## config.mk

```make
export PLATFORM = sky130hd
export DESIGN_NAME = pattern_scheduler
export DESIGN_NICKNAME = d
export VERILOG_FILES = /design/src/rtl/pattern_pkg.sv /design/src/rtl/vs_edge_detect.sv /design/src/rtl/pattern_scheduler.sv
export SDC_FILE = /design/constraint.sdc
export NUM_CORES = 1
export LEC_CHECK = 0
export CAP_MARGIN = 5
export CORE_MARGIN = 5
export CORE_UTILIZATION = 40
export CTS_CLUSTER_DIAMETER = 100
export DETAILED_ROUTE_END_ITERATION = 12
export SYNTH_ARGS = -nofsm -noshare
export SYNTH_HDL_FRONTEND = slang
export SYNTH_SLANG_ARGS = --single-unit
```

## constraint.sdc

```tcl
create_clock -name I_pxl_clk -period 7.42 [get_ports I_pxl_clk]
set_clock_uncertainty 0.2 [all_clocks]
set_input_delay 1.484 -clock I_pxl_clk [delete_from_list [all_inputs] [get_ports I_pxl_clk]]
set_output_delay 1.484 -clock I_pxl_clk [all_outputs]
set_load 0.05 [all_outputs]
```

## src/rtl/pattern_pkg.sv

```systemverilog
// pattern_pkg: shared state encoding, pattern indices and select width for the test-pattern datapath
package pattern_pkg;
    localparam int SEL_W = 2;
    typedef enum logic {S_IDLE = 1'b0, S_RUN = 1'b1} state_t;
    localparam logic [SEL_W-1:0] PAT_FADE    = 2'd0;
    localparam logic [SEL_W-1:0] PAT_BARS    = 2'd1;
    localparam logic [SEL_W-1:0] PAT_CHECKER = 2'd2;
    localparam logic [SEL_W-1:0] PAT_SOLID   = 2'd3;
endpackage

```

## src/rtl/vs_edge_detect.sv

```systemverilog
// vs_edge_detect: combinational VS falling-edge strobe plus its one-cycle registered pulse
module vs_edge_detect (
    input  logic I_pxl_clk,
    input  logic I_rst_n,
    input  logic I_vs,
    output logic O_fs,
    output logic O_frame_start
);
    logic vs_prev;
    assign O_fs = vs_prev & ~I_vs;
    always_ff @(posedge I_pxl_clk)
        if (!I_rst_n) begin
            vs_prev       <= 1'b0;
            O_frame_start <= 1'b0;
        end else begin
            vs_prev       <= I_vs;
            O_frame_start <= O_fs;
        end
endmodule

```

## src/rtl/pattern_scheduler.sv

```systemverilog
// pattern_scheduler: frame-synchronous pattern select and fade ramp sequencer; PATTERN_SCHED_FRAME_CNT_EN adds O_frame_count
module pattern_scheduler
    import pattern_pkg::*;
#(
    parameter int NUM_PATTERNS = 4,
    parameter int HOLD_FRAMES  = 120,
    parameter int FADE_FRAMES  = 30,
    parameter int FADE_STEP    = 8
) (
    input  logic             I_pxl_clk,
    input  logic             I_rst_n,
    input  logic             I_vs,
    input  logic             I_enable,
    input  logic             I_auto,
    input  logic             I_next,
    output logic [SEL_W-1:0] O_pattern_sel,
    output logic [7:0]       O_fade_value,
    output logic             O_fade_dir,
`ifdef PATTERN_SCHED_FRAME_CNT_EN
    output logic [15:0]      O_frame_count,
`endif
    output logic             O_frame_start
);
    localparam logic [SEL_W-1:0] SEL_LAST  = SEL_W'(NUM_PATTERNS - 1);
    localparam logic [15:0]      HOLD_LAST = 16'(HOLD_FRAMES - 1);
    localparam logic [7:0]       FADE_LAST = 8'(FADE_FRAMES - 1);
    state_t           state, state_n;
    logic             fs, pending, pending_n, adv, dir_n;
    logic [SEL_W-1:0] sel_n;
    logic [15:0]      hold_cnt, hold_n, prod;
    logic [7:0]       fade_cnt, fade_cnt_n, sat, value_n;
    vs_edge_detect u_vs_edge (
        .I_pxl_clk     (I_pxl_clk),
        .I_rst_n       (I_rst_n),
        .I_vs          (I_vs),
        .O_fs          (fs),
        .O_frame_start (O_frame_start)
    );
    always_comb begin
        state_n    = state;
        sel_n      = O_pattern_sel;
        hold_n     = hold_cnt;
        pending_n  = pending;
        fade_cnt_n = fade_cnt;
        value_n    = O_fade_value;
        dir_n      = O_fade_dir;
        prod       = 16'(fade_cnt) * 16'(FADE_STEP);
        sat        = prod > 16'd255 ? 8'd255 : prod[7:0];
        adv        = (I_auto && hold_cnt == HOLD_LAST) || pending;
        if (state == S_IDLE || !I_enable) begin
            state_n    = I_enable ? S_RUN : S_IDLE;
            hold_n     = '0;
            pending_n  = 1'b0;
            fade_cnt_n = '0;
            value_n    = '0;
            dir_n      = 1'b0;
        end else if (fs) begin
            sel_n      = adv ? (O_pattern_sel == SEL_LAST ? '0 : O_pattern_sel + SEL_W'(1)) : O_pattern_sel;
            hold_n     = adv ? '0 : (hold_cnt == HOLD_LAST ? hold_cnt : hold_cnt + 16'd1);
            pending_n  = I_next;
            value_n    = O_fade_dir ? 8'd255 - sat : sat;
            fade_cnt_n = fade_cnt == FADE_LAST ? '0 : fade_cnt + 8'd1;
            dir_n      = O_fade_dir ^ (fade_cnt == FADE_LAST);
        end else begin
            pending_n  = pending | I_next;
        end
    end
    always_ff @(posedge I_pxl_clk)
        if (!I_rst_n) begin
            state         <= S_IDLE;
            O_pattern_sel <= PAT_FADE;
            hold_cnt      <= '0;
            pending       <= 1'b0;
            fade_cnt      <= '0;
            O_fade_value  <= '0;
            O_fade_dir    <= 1'b0;
        end else begin
            state         <= state_n;
            O_pattern_sel <= sel_n;
            hold_cnt      <= hold_n;
            pending       <= pending_n;
            fade_cnt      <= fade_cnt_n;
            O_fade_value  <= value_n;
            O_fade_dir    <= dir_n;
        end
`ifdef PATTERN_SCHED_FRAME_CNT_EN
    always_ff @(posedge I_pxl_clk)
        O_frame_count <= (!I_rst_n || state == S_IDLE || !I_enable) ? '0 : O_frame_count + 16'(fs);
`endif
endmodule

```

==> out/metrics.csv, run 1 <==
metric;value;unit
drt-vias-per-instance;5.49;
syn_nets;229;
setup_slack;3.87;ns
clock_latency;0.29;ns
wire_per_inst;13.9;um
power_leakage;0.688;nW
dieWidth;77.3;um
synthCells;219;
die_h;77.3;um
synth-seq-cells;37;
grt_pass1_vias;1401;
antenna_found_initial;0;
synth_cell_type_count;39;
status;finished clean;
min_period;3.55;ns
startpoint_type;input port;
synth_area_leaders;dfxtp_1 (41%), nand3_1 (5.2%), a21oi_1 (5.0%);
cp-end-kind;flop;
worstSetupStartpoint;I_rst_n;
peakVddDrop;0.0000743;V
yosysSeqAreaShare;0.409;
cts_tree;built;
dr_total_vias;1565;
cts.sinks;37;
place_inst;278;
synth-async-reset-ratio;0;
ys_top_cells_by_count;dfxtp_1 (37), nand2_1 (19), nand3_1 (19), a21oi_1 (18), nor2_1 (17);
avgSynthCellArea;8.28;um^2
setup_viol;0;
dr.first_iter.drc_count;94;
synth.largest_area_cell;dfxtp_1;
grt.overflow.total;0;
row_count;24;
r2r_cells;6;
pwr_density_cell;170;nW/um^2
die_area;5980;um^2
syn_area;1810;um^2
holdBufCountCts;0;
pre_cts_ws;3.59;ns
globalplace.congestion;0.797;
cap_violations;0;
critical_path_class;input port to flop;
rsz0062_at_grt;false;
syn_to_final_growth;14.9;%
place_hpwl;2780;um
fmax;282;MHz
track_usage;0.139;
finalInstanceArea;2080;um^2
worstHoldStart;O_fade_value[4];
tns;0;ns
final_cell_count_no_fill;285;
synth-main-ff-cell;dfxtp_1;
yosys_warnings;0;
timing.final.crit_share;0.478;
htree_num_levels;2;
drt-pass1-iter-count;4;
drc_errors;0;
hp-class;flop to flop;
ios;18;
drive_gt1_frac;0.0515;
cts_buffer_depth;2;
wirelength;3950;um
final_util;0.475;
post-cts-setup-buffers;0;
cts_buffers;5;
synth_edf_count;0;
grt_max_degree;18;
clk_pin_slew;0.07;ns
worstPathRequired;7.44;ns
synth.most_common_cell;dfxtp_1;
slew_violations;0;
postCtsResizedCells;0;
critPathArrivalTime;3.57;ns
clockRootBuffer;clkbuf_8;
grt_pass1_wl;6860;um
port_buffers;17;
layout.nets;243;
start_util;0.414;
synth_top_area_frac;0.409;
min_path_cells;2;
drtAntennaViolNets;0;
coreArea;4380;um^2
r2r-start;hold_cnt[0];
relSlewSlack;0.440;
placed_area;2000;um^2
tightest_slew;0.833;ns
crit_fanout;8;
diodes;0;
hold_viol;0;
[registers in the layout, summed over array words and instances, names as in the netlist]
| signal | flops |
|---|---|
| hold_cnt | 16 |
| fade_cnt | 8 |
| O_fade_value | 6 |
| O_pattern_sel | 2 |
| O_fade_dir | 1 |
| pending | 1 |
| state | 1 |
| u_vs_edge.O_frame_start | 1 |
| u_vs_edge.vs_prev | 1 |
[worst max-delay path, cell delays in order]
cell             delay [ns]
clkdlybuf4s50_1        0.60
nand4b_1               0.35
nor3_1                 0.75
o21ai_0                0.20
a31oi_1                0.19
[worst paths after layout]
| check | end | slack [ns] |
|---|---|---|
| max | hold_cnt[11] | 3.87 |
| min | O_fade_value[4] | 0.26 |
| max reg2reg | O_pattern_sel[0] | 4.60 |
| min reg2reg | O_fade_value[4] | 0.26 |
[cell type report]
class / count / area (um^2)
flip-flops and latches: 37 / 741
fillers: 429 / 2300
inverters: 7 / 26.3
well taps: 52 / 65.1
multi-input cells: 164 / 987
repair buffers: 18 / 178
clock buffers: 7 / 86.3
[metrics by stage]
step	hold slack [ns]	total power [mW]
floorplan	0.236	0.212
global placement	0.247	0.218
detailed placement	0.247	0.218
CTS	0.264	0.360
global route	0.299	0.368
finish	0.260	0.354
[power breakdown]
| part | switching, mW | internal (mW) | total, mW |
|---|---|---|---|
| clock | 0.0667 | 0.0736 | 0.140 |
| combinational | 0.00773 | 0.00540 | 0.0131 |
| sequential | 0.000611 | 0.199 | 0.200 |
[metal layers]
metal / global-route usage / part of all wire / vias to the layer above
li1: - / - / 813
met1: 0.181 / 0.48 / 723
met2: 0.215 / 0.47 / 21
met3: 0.0445 / 0.032 / 8
met4: 0.0498 / 0.020 / 0
met5: 0 / 0 / -
[kinds of logic after synthesis]
logic type / synth area share
and+or+nand+nor: 0.287
DFF: 0.409
xor gates and xnor gates: 0.0435
buffers and inverters: 0.0469
muxes: 0.0166
adders and majority gates: 0.0276
AOI/OAI and AO/OA: 0.170
[cell usage in the layout, fill, tap and decap left out, drive strengths merged, types with 7 or more instances in the layout]
| master | n |
|---|---|
| a21oi | 20 |
| clkbuf | 7 |
| clkdlybuf4s50 | 17 |
| dfxtp | 37 |
| inv | 7 |
| nand2 | 19 |
| nand3 | 19 |
| nor2 | 17 |
| o21ai | 18 |
| or3 | 10 |
| xor2 | 7 |
No activity file was read; power rests on OpenSTA's default activity.
==> inputs of run 2 (changes only) <==
Clock period 7.42 ns to 3.35 ns, I/O delays scaled along.
==> out/metrics.csv, run 2 (synthesized netlist as in run 1, its figures left out) <==
metric;value;unit;change
grt_pass1_vias;1482;;was 1401
cts_tree;built;;unchanged
die_h;77.3;um;unchanged
hp-class;flop to flop;;unchanged
power_frac_seq;0.522;;was 0.566
row_count;24;;unchanged
fmax;372;MHz;
cts.sinks;37;;unchanged
layout_commonest_cell;dfxtp_1;;unchanged
clockRootBuffer;clkbuf_8;;unchanged
die_area;5980;um^2;unchanged
globalplace.congestion;0.752;;was 0.797
wire_per_inst;13.2;um;was 13.9 um
crit_fanout;8;;unchanged
drt-vias-per-instance;5.40;;was 5.49
syn_to_final_growth;17.1;%;was 14.9%
power.share.switching;0.209;;was 0.212
critPathArrivalTime;2.72;ns;was 3.57 ns
wirelength;3810;um;was 3950 um
layout.nets;246;;was 243
status;finished clean;;unchanged
peakVddDrop;0.000207;V;was 0.0000743 V
min_period;2.69;ns;
relSlewSlack;0.460;;was 0.440
r2r_slack;0.79;ns;was 4.60 ns
top_regs;hold_cnt (16), fade_cnt (8), O_fade_value (6);;unchanged
critical_path_class;input port to flop;;unchanged
drtAntennaViolNets;0;;unchanged
dieWidth;77.3;um;unchanged
cap_violations;0;;unchanged
clk_pin_slew;0.07;ns;about the same
largest-register;hold_cnt;;unchanged
grt_max_degree;17;;was 18
worstPathRequired;3.38;ns;was 7.44 ns
rsz0062_at_grt;false;;unchanged
tns;0;ns;unchanged
setup_viol;0;;unchanged
clock_power_share;0.442;;was 0.397
cts_buffers;5;;unchanged
placed_area;2020;um^2;was 2000 um^2
drc_errors;0;;unchanged
coreArea;4380;um^2;unchanged
cts_buffer_depth;2;;unchanged
largest_reg_flops;16;;unchanged
cp-end-kind;flop;;unchanged
drive_gt1_frac;0.0678;;was 0.0515
diodes;0;;unchanged
holdBufCountCts;0;;unchanged
startpoint_type;input port;;unchanged
port_buffers;17;;unchanged
power_leakage;0.713;nW;was 0.688 nW
p_switching;178;uW;was 75.1 uW
antenna_found_initial;0;;unchanged
final_cell_mix;dfxtp_1 (37), nand3_1 (19), nand2_1 (19), a21oi_1 (18);;unchanged
dr_total_vias;1554;;was 1565
drt-pass1-iter-count;4;;unchanged
postCtsResizedCells;0;;unchanged
p_int;671;uW;was 278 uW
track_usage;0.141;;was 0.139
timing.final.crit_share;0.803;;
slew_violations;0;;unchanged
start_util;0.414;;unchanged
post-cts-setup-buffers;0;;unchanged
pwr_density_cell;399;nW/um^2;was 170 nW/um^2
place_hpwl;2730;um;was 2780 um
combPwrFrac;0.036;;was 0.037
htree_num_levels;2;;unchanged
clock_latency;0.29;ns;about the same
grt_pass1_wl;6800;um;was 6860 um
hold_viol;0;;unchanged
grt.overflow.total;0;;unchanged
dr.first_iter.drc_count;66;;was 94
tightest_slew;0.804;ns;was 0.833 ns
ios;18;;unchanged
finalInstanceArea;2120;um^2;was 2080 um^2
finalPower;848;uW;was 354 uW
-- run 2: cell types whose count changed in the layout (fill, tap and decap cells not counted) --
cell / change
bufinv_16: +1
clkbuf_8: -1
clkinv_2: +1
clkbuf_1: -1
buf_4: +3
-- run 2: layer usage --
layer / routed length [um] / vias up / global-route usage
met3: 146 / 6 / 0.0539
met4: 72 / 0 / 0.0567
met1: 1800 / 716 / 0.168
met2: 1790 / 15 / 0.227
li1: - / 817 / -
met5: 0 / - / 0
-- run 2: critical path, stage by stage --
cell and delay [ns]:
clkdlybuf4s50_1 0.61, nand4b_1 0.33, nor3_1 0.72, o21ai_0 0.20
a31oi_1 0.19
-- run 2: layout make-up --
type,count,area (um^2)
timing repair buffer,21,200
clock inverter,2,35.0
tap,52,65.1
sequential,37,741
clock buffer,5,68.8
fill,430,2260
inverter,7,26.3
multi-input combinational,164,987
-- run 2: path summary, 6_finish.rpt --
path | startpoint | endpoint | depth (start not counted)
worst min-delay path | O_fade_value[3] | O_fade_value[3] | 2
worst max-delay path | I_rst_n | hold_cnt[11] | 5
worst max register to register | hold_cnt[0] | O_pattern_sel[0] | 7
worst min register to register | O_fade_value[3] | O_fade_value[3] | 2
-- run 2: power groups by stage --
stage	combinational, mW	sequential (mW)	clock, mW
after global placement	0.0302	0.453	0
after CTS	0.0305	0.443	0.387
final	0.0302	0.443	0.375
after global routing	0.0334	0.443	0.406
after detailed placement	0.0305	0.453	0
after floorplan	0.0164	0.454	0
-- run 2: metrics by stage --
step           hold slack [ns]  cells   util  worst slack, ns
2_1_floorplan            0.236    219      -            0.982
3_3_place_gp             0.248    281  0.461            0.401
3_5_place_dp             0.247    281  0.461            0.405
4_1_cts                  0.255    288  0.484            0.711
5_1_grt                  0.280    288  0.484            0.428
6_report                 0.252    288  0.484            0.659
==> inputs of run 3 (changes only) <==
Clock period 3.35 ns to 2.4 ns, I/O delays scaled along.
==> out/metrics.csv, run 3 (synthesized netlist as in run 1, its figures left out) <==
metric;value;unit;change
pre_cts_ws;-0.0570;ns;was 0.405 ns
clock_latency;0.29;ns;about the same
largest-register;hold_cnt;;unchanged
track_usage;0.145;;was 0.141
wirelength;4170;um;was 3810 um
routed.top_layer;met4;;unchanged
drt-pass1-iter-count;4;;unchanged
largest_reg_flops;16;;unchanged
critical_path_class;flop to flop;;was input port to flop
top_regs;hold_cnt (16), fade_cnt (8), O_fade_value (6);;unchanged
cts_buffers;5;;unchanged
pwr_density_cell;474;nW/um^2;was 399 nW/um^2
startpoint_type;flop;;was input port
ios;18;;unchanged
place_hpwl;2960;um;was 2730 um
cts.sinks;37;;unchanged
grt.overflow.total;0;;unchanged
wl_met1;1950;um;was 1800 um
cp-end-kind;flop;;unchanged
start_util;0.414;;unchanged
grt_pass1_vias;1535;;was 1482
drive_gt1_frac;0.180;;was 0.0678
violations;setup timing;;
holdBufCountCts;0;;unchanged
htree_num_levels;2;;unchanged
globalplace.congestion;0.817;;was 0.752
fmax;416;MHz;
syn_to_final_growth;28.0;%;was 17.1%
dr_total_vias;1670;;was 1554
hp-class;flop to flop;;unchanged
peakVddDrop;0.000303;V;was 0.000207 V
r2r_slack;-0.004;ns;was 0.79 ns
drt-vias-per-instance;5.34;;was 5.40
layout.nets;270;;was 246
layout_commonest_cell;dfxtp_1;;unchanged
die_h;77.3;um;unchanged
final_cell_mix;dfxtp_1 (34), buf_4 (26), nand3_1 (19), nand2_1 (19), a21oi_1 (18);;was dfxtp_1 (37), nand3_1 (19), nand2_1 (19), a21oi_1 (18)
min_period;2.40;ns;
drc_errors;0;;unchanged
port_buffers;17;;unchanged
crit_fanout;4;;was 8
relSlewSlack;0.459;;was 0.460
setup_slack;-0.00426;ns;was 0.659 ns
clk_pin_slew;0.07;ns;about the same
power_leakage;0.833;nW;was 0.713 nW
status;complete, but fails checks;;was finished clean
wire_per_inst;13.3;um;was 13.2 um
grt_max_degree;14;;was 17
met3RoutedLength;166;um;was 146 um
hold_viol;0;;unchanged
dr.first_iter.drc_count;58;;was 66
cts_buffer_depth;2;;unchanged
dieWidth;77.3;um;unchanged
grt_pass1_wl;7160;um;was 6800 um
dr_wl_met2;1990;um;was 1790 um
setup_viol;1;;was 0
drtAntennaViolNets;0;;unchanged
rsz0062_at_grt;true;;was false
diodes;0;;unchanged
clockRootBuffer;clkbuf_8;;unchanged
coreArea;4380;um^2;unchanged
slew_violations;0;;unchanged
timing.final.crit_share;1.00;;
worstPathRequired;2.42;ns;was 3.38 ns
cts_tree;built;;unchanged
final_util;0.529;;was 0.484
tightest_slew;0.805;ns;was 0.804 ns
row_count;24;;unchanged
die_area;5980;um^2;unchanged
critPathArrivalTime;2.43;ns;was 2.72 ns
antenna_found_initial;0;;unchanged
cap_violations;0;;unchanged
run 3: changes by cell type in the layout (fill, tap and decap cells not counted), moves of 2 or more:
cell,previous run,this run
buf_4,4,26
buf_6,0,2
dfxtp_2,0,3
dfxtp_1,37,34
run 3: layer usage:
metal  vias up  track usage
met5         -            0
met4         0       0.0567
met3         7       0.0398
met2        29        0.227
met1       766        0.189
li1        868            -
run 3: per-stage QoR:
step                hold slack, ns  TNS [ns]  cell area (um^2)  std cells  power (mW)
floorplan                    0.236         0              1810        219       0.657
global placement             0.243   -0.0825              2130        296       0.684
detailed placement           0.246    -0.163              2130        296       0.684
CTS                          0.259         0              2220        304        1.11
global route                 0.291    -0.553              2320        313        1.15
finish                       0.258  -0.00426              2320        313        1.10
run 3: critical path, stage by stage (launching register included):
cell      delay (ns)
dfxtp_2         0.35
ha_4            0.13
or4bb_4         0.46
nor4_4          0.33
buf_6           0.16
a21oi_4         0.06
or4_1           0.50
a21boi_1        0.14
run 3: power breakdown:
group          internal, mW  switching [mW]
Combinational        0.0269          0.0273
Clock                 0.201           0.224
Sequential            0.616         0.00219
Total                 0.845           0.254
run 3: final timing paths:
check,from,end,cells past startpoint
hold reg to reg,O_fade_value[6],O_fade_value[6],2
setup / recovery,hold_cnt[1],O_pattern_sel[0],7
setup reg to reg,hold_cnt[1],O_pattern_sel[0],7
hold / removal,O_fade_value[6],O_fade_value[6],2
run 3: layout make-up:
type / count / area [um^2]
inverters: 7 / 26.3
repair buffers: 45 / 383
flip-flops and latches: 37 / 744
multi-input cells: 164 / 1020
fillers: 411 / 2060
clock buffers: 6 / 72.6
clock inverters: 2 / 10.0
well taps: 52 / 65.1
run 3: repair_timing:
action                     CTS  global route
buffers inserted             0             8
resized for setup            1             9
pin swaps                    0             7
hold endpoints to repair     0             0
setup endpoints to repair    1             8
cloned                       0             1
